===== src/rtl/iccm_readback.sv =====
// Streams a range of ICCM words to the UART TX byte port, LSB first, one read per word.
// Start to first byte is 3 cycles; holds each byte until tx_ready_i and stalls the read stream meanwhile.
module iccm_readback #(
  parameter int          ADDR_W      = 14,
  parameter int          CNT_W       = 15,
  parameter bit          STOP_ON_END = 1'b1,
  parameter logic [31:0] END_WORD    = 32'h00000fff
) (
  input  logic              clk_i,
  input  logic              rst_i,
  input  logic              start_i,
  input  logic [ADDR_W-1:0] base_addr_i,
  input  logic [CNT_W-1:0]  word_count_i,
  input  logic              abort_i,
  output logic              req_o,
  output logic [ADDR_W-1:0] addr_o,
  input  logic [31:0]       rdata_i,
  output logic [7:0]        tx_byte_o,
  output logic              tx_valid_o,
  input  logic              tx_ready_i,
  output logic              busy_o,
  output logic              done_o,
  output logic [CNT_W-1:0]  words_sent_o
);

  typedef enum logic [2:0] {IDLE, READ, WAIT, SEND, DONE} state_t;

  state_t              state_q, state_d;
  logic [ADDR_W-1:0]   cur_addr_q, cur_addr_d;
  logic [CNT_W-1:0]    remaining_q, remaining_d;
  logic [1:0]          byte_idx_q, byte_idx_d;
  logic [31:0]         word_q, word_d;
  logic [CNT_W-1:0]    words_sent_q, words_sent_d;
  logic                tx_hs;
  logic                last_word;
  logic [7:0]          byte_sel;

  always_ff @(posedge clk_i) begin
    if (rst_i) begin
      state_q      <= IDLE;
      cur_addr_q   <= '0;
      remaining_q  <= '0;
      byte_idx_q   <= '0;
      word_q       <= '0;
      words_sent_q <= '0;
    end else begin
      state_q      <= state_d;
      cur_addr_q   <= cur_addr_d;
      remaining_q  <= remaining_d;
      byte_idx_q   <= byte_idx_d;
      word_q       <= word_d;
      words_sent_q <= words_sent_d;
    end
  end

  assign tx_hs     = (state_q == SEND) && tx_ready_i;
  assign last_word = (remaining_q == CNT_W'(1)) || (STOP_ON_END && (word_q == END_WORD));

  always_comb begin
    state_d      = state_q;
    cur_addr_d   = cur_addr_q;
    remaining_d  = remaining_q;
    byte_idx_d   = byte_idx_q;
    word_d       = word_q;
    words_sent_d = words_sent_q;
    case (state_q)
      IDLE: begin
        if (start_i) begin
          if (word_count_i != '0) begin
            cur_addr_d   = base_addr_i;
            remaining_d  = word_count_i;
            words_sent_d = '0;
            state_d      = READ;
          end else begin
            state_d = DONE;
          end
        end
      end
      READ: state_d = abort_i ? IDLE : WAIT;
      WAIT: begin
        word_d     = rdata_i;
        byte_idx_d = '0;
        state_d    = abort_i ? IDLE : SEND;
      end
      SEND: begin
        // A byte accepted in the abort cycle is still accounted for.
        if (tx_hs) begin
          if (byte_idx_q != 2'd3) begin
            byte_idx_d = byte_idx_q + 2'd1;
          end else begin
            words_sent_d = words_sent_q + CNT_W'(1);
            cur_addr_d   = cur_addr_q + ADDR_W'(1);
            remaining_d  = remaining_q - CNT_W'(1);
            state_d      = last_word ? DONE : READ;
          end
        end
        if (abort_i) state_d = IDLE;
      end
      DONE:    state_d = IDLE;
      default: state_d = IDLE;
    endcase
  end

  always_comb begin
    case (byte_idx_q)
      2'd0:    byte_sel = word_q[7:0];
      2'd1:    byte_sel = word_q[15:8];
      2'd2:    byte_sel = word_q[23:16];
      default: byte_sel = word_q[31:24];
    endcase
  end

  always_comb begin
    busy_o       = (state_q != IDLE);
    req_o        = (state_q == READ);
    addr_o       = (state_q == READ) ? cur_addr_q : '0;
    tx_valid_o   = (state_q == SEND);
    tx_byte_o    = (state_q == SEND) ? byte_sel : 8'h00;
    done_o       = (state_q == DONE);
    words_sent_o = words_sent_q;
  end

endmodule


===== config.mk =====
export PLATFORM = sky130hd
export DESIGN_NAME = iccm_readback
export DESIGN_NICKNAME = d
export VERILOG_FILES = /design/src/rtl/iccm_readback.sv
export SDC_FILE = /design/constraint.sdc
export NUM_CORES = 1
export LEC_CHECK = 0
export ABC_AREA = 1
export CAP_MARGIN = 10
export CORE_UTILIZATION = 50
export DETAILED_ROUTE_END_ITERATION = 6
export DONT_BUFFER_PORTS = 1
export GPL_TIMING_DRIVEN = 0
export SLEW_MARGIN = 20
export SYNTH_ARGS = -nofsm -noshare
export SYNTH_HDL_FRONTEND = slang
export SYNTH_SLANG_ARGS = --single-unit

===== constraint.sdc =====
create_clock -name clk_i -period 1.82 [get_ports clk_i]
set_input_delay 0.364 -clock clk_i [delete_from_list [all_inputs] [get_ports clk_i]]
set_output_delay 0.364 -clock clk_i [all_outputs]
set_load 0.02 [all_outputs]

Word level (Yosys, flattened, before mapping). Cells that the tools add are included.

Output and inout bits: 41. Register bits after elaboration: 81. Input bits: 66. Logic and storage cells: 67.

Reduce and logical (&&, ||, !) cells: 11. Eq/ne operators: 16. Add/subtract/negate cells: 4. Mux-type cells: 30.

Operator list (count): $mux 15 (8); $mux 14 (5); $pmux 15 s2 (2); $eq 32x12->1 const B (1); $pmux 14 s2 (1); $pmux 8 s3 (1); $mux 3 (6); $add 15x1->15 const B (1); $eq 15x1->1 const B (1); $reduce_bool 15->1 (1); $sub 15x1->15 const B (1); $add 14x1->14 const B (1); $pmux 3 s4 (1); $mux 2 (4); $mux 8 (1); $ne 2x2->1 const B (4); $eq 3x2->1 const B (2); $reduce_and 3->1 (2); $reduce_and 5->1 (1); $ne 2x1->1 const B (2); $pmux 2 s2 (1); $reduce_bool 2->1 (2); $eq 3x1->1 const B (1); $eq 3x3->1 const B (1); other kinds (10) (10).

Depth between registers and ports, before layout.
Depth in word-level cells: 7. Gate-level depth with buffers: 13.

Worst setup path after synthesis. OpenSTA, ideal clock, no wires.

Path kind: reg-to-output. Start point: reg state_q[0]. End point: out addr_o[10]. Slack: -318 ps. Arrival time: 1774 ps. Path buffers: 1. Stages on the path, launching flop included: 6. Cell sequence: dfxtp_1 > inv_2 > nor3_1 > inv_1 > clkbuf_1 > nor2_1.

Cells in the longest elaborated chain, start to end: 2.

Ends and longest elaborated chain: start, declared (line 28) `state_t state_q, state_d;`; start signal, assigned (line 47) `state_q <= state_d;`; $eq 3x1->1; net req_o (line 15) `output logic req_o,`; $mux 14 (line 116) `addr_o = (state_q == READ) ? cur_addr_q : '0;`; end, declared (line 16) `output logic [ADDR_W-1:0] addr_o,`.

The timed path passes the listed nets, and every way through them passes these cells.

Worst setup path after layout.
Start point: reg state_q[2]. End point: out tx_byte_o[2].

Cells in the longest elaborated chain, start to end: 2.

Ends and longest elaborated chain: $eq 3x2->1 (line 118) `tx_byte_o = (state_q == SEND) ? byte_sel : 8'h00;`; $mux 8 (line 118); end, declared (line 18) `output logic [7:0] tx_byte_o,`.

No other way between the ends.

==> reports/results.txt <==
DR iter-0 viols: 344
clk buf depth: 2
Worst Clk Skew: 0.0123 ns
Fillers: 910
worst min path class: in2reg
status: finished, violations left
drt wl/cell: 16.4 microns
commonest register cell after synthesis: dfxtp_1
detailed placer's ending HPWL: 10800 microns
leading cell type by number of instances after synthesis: nand2_1
Synth Warn #: 0
# clock sinks: 81
fraction of final layout cells sized beyond drive strength 1: 13.9%
Post-Syn Nets: 839
Die X: 99.4 microns
crit path capture type: output pin
synthesized area: 0.00474 sq mm
Layout area overhead: 18.9%
worst slew pin tran: 0.698 ns
Initial DRT Pass Iterations: 6
Synth area leader: dfxtp_1
fin crit share: 109%
Leak Pwr: 2.13 nW
cell area after layout: 0.00564 sq mm
synth cell count leaders: 178 x nand2_1, 129 x nor2_1, 87 x a21oi_1, 81 x dfxtp_1, 69 x inv_1
multi-input logic area: 0.00299 sq mm
number of global-route vias before repair: 4712
Initial Utilization: 51.6%
register area: 0.00164 sq mm
Worst Setup Path Type: reg2out
grt total ovfl: 0
critical path peak fanout: 8
via count: 5075
Final Setup Violations: 23
worst path required time: 1.46 ns
nets: 860
PD cells: 839 mW/mm^2
fin crit period: 1.99 ns
Final Hold Viols: 0
Post-synth EDFFs: 0
CTS clk-pin slew, worst paths: 0.09 ns
Avg Cell Area, Syn: 6.20 sq um
fmax: 503 MHz
ANT cells: 0
H-tree levels: 3
grt met2 use: 54.8%
Top Ports: 107
M1 GR Usage: 34.8%
failing checks: negative setup slack
Rel. slew slack: 53.5%
Clk Latency, worst-skew pair: 0.37 ns
Post-DP Area: 0.00501 sq mm
global placement routability congestion: 0.884
VDD IR max: 0.000409 V
core area: 0.00920 sq mm
Seq/Total Area, Yosys: 34.2%
IO Port Bufs: 0
Synth cell types: 31
# Max-Cap Violations: 0
Via density: 5.63
worst path arrival time: 1.63 ns
RSZ-0062 raised after global routing: yes
type of origin of the critical path: flop
FF+latch count, synth: 81
final core utilization: 61.3%
area of the die: 0.00988 sq mm
first-pass GRT wire length: 23300 microns
Synth top area share: 34.2%
cells after synthesis: 765
row count: 35
Residual DRC: 0
GRT busiest layer: met2
final WL: 14800 microns
post-cts hold buffer count: 0
met3 GRT Util: 6.68%
GRT Util Overall: 30.4%
clock buffer count from CTS: 9
number of antenna violations at the first check in global routing: 0
top post-synthesis cells by area: dfxtp_1 34%, nand2_1 14%, nor2_1 10%
Synth async-reset ratio: 0%
Die H: 99.4 microns
Routed Antenna Nets: 0
Clock Tree Root: clkbuf_8
max-slew violation count: 0
PnR worst setup slack: -0.169 ns
pre-CTS WS: -0.355 ns
Tot Pwr: 4.73 mW
largest net degree at the start of global routing: 15
TritonCTS clock tree: done
Setup Total Neg Slack: -3.37 ns
==> final timing paths <==
check | startpoint | depth (start not counted) | endpoint | slack [ns]
max reg2reg | state_q[2] | 11 | words_sent_o[7] | 0
max | state_q[2] | 7 | tx_byte_o[2] | -0.17
min | rdata_i[4] | 2 | word_q[4] | 0.16
min reg2reg | word_q[17] | 2 | word_q[17] | 0.48
==> power by group <==
part | internal [mW] | total [mW] | switching (mW)
Sequential | 1.91 | 2.05 | 0.139
Clock | 0.716 | 1.43 | 0.714
Combinational | 0.430 | 1.26 | 0.826
Total | 3.05 | 4.73 | 1.68
==> worst max-delay path, stage by stage (launching register included) <==
cell	delay, ns
dfxtp_4	0.36
inv_2	0.07
nand2_4	0.06
inv_4	0.06
nand2_4	0.05
buf_6	0.11
or2_4	0.32
o22ai_4	0.21
==> routing by layer <==
metal  part of all wire, %  routed length (microns)
met5                     0                        0
met4                   2.8                      413
met3                   6.9                     1020
met2                    51                     7530
met1                    40                     5860
==> sequential cells by signal, indices dropped and copies added (netlist names) <==
name / count
word_q: 32
remaining_q: 15
words_sent_o: 15
cur_addr_q: 14
state_q: 3
byte_idx_q: 2
==> cell type report <==
class | instances | area share (%)
Sequential cell | 81 | 29.1
Clock inverter | 5 | 1.11
Buffer | 33 | 4.17
Clock buffer | 11 | 2.68
Inverter | 75 | 5.37
Multi-Input combinational cell | 572 | 53.1
Tap cell | 111 | 2.46
Timing Repair Buffer | 14 | 2.06
==> placed cells by master (no fill, tap or decap), drive strengths merged <==
master    instances
nor3             15
nand2           181
clkinv            3
a22o              8
a21oi            87
nand3            54
xnor2             1
bufinv            1
clkbuf           27
o31ai             2
xor2              8
and2              1
dfxtp            81
a211oi            3
clkinvlp          2
inv              74
ha                8
buf              31
o22ai             8
or2               2
nand3b            2
nand4            11
nor2            130
a31oi             1
o21ai            50
==> repair_timing <==
action	CTS	global route
hold endpoints to repair	0	0
cloned	1	0
setup buffers	7	6
gates resized for setup	67	39
endpoints found under the setup margin	49	75
pin swaps	4	8
==> per-stage QoR <==
| stage | cells | hold slack (ns) |
|---|---|---|
| 2_1_floorplan | 765 | 0.444 |
| 3_3_place_gp | 876 | 0.455 |
| 3_5_place_dp | 876 | 0.463 |
| 4_1_cts | 897 | 0.153 |
| 5_1_grt | 902 | 0.145 |
| 6_report | 902 | 0.157 |
==> cells by family (layout without fill, tap and decap cells) <==
logic type	Yosys count	count (layout)	share of synthesized area [%]
buffers and inverters	112	138	9.65
adder cells (fa/ha/maj)	8	8	2.11
AND/OR/NAND/NOR	396	396	34.5
XOR/XNOR	9	9	1.66
flip-flops	81	81	34.2
AO/OA/AOI/OAI	159	159	17.9
Power figures use the tool's default switching activity.
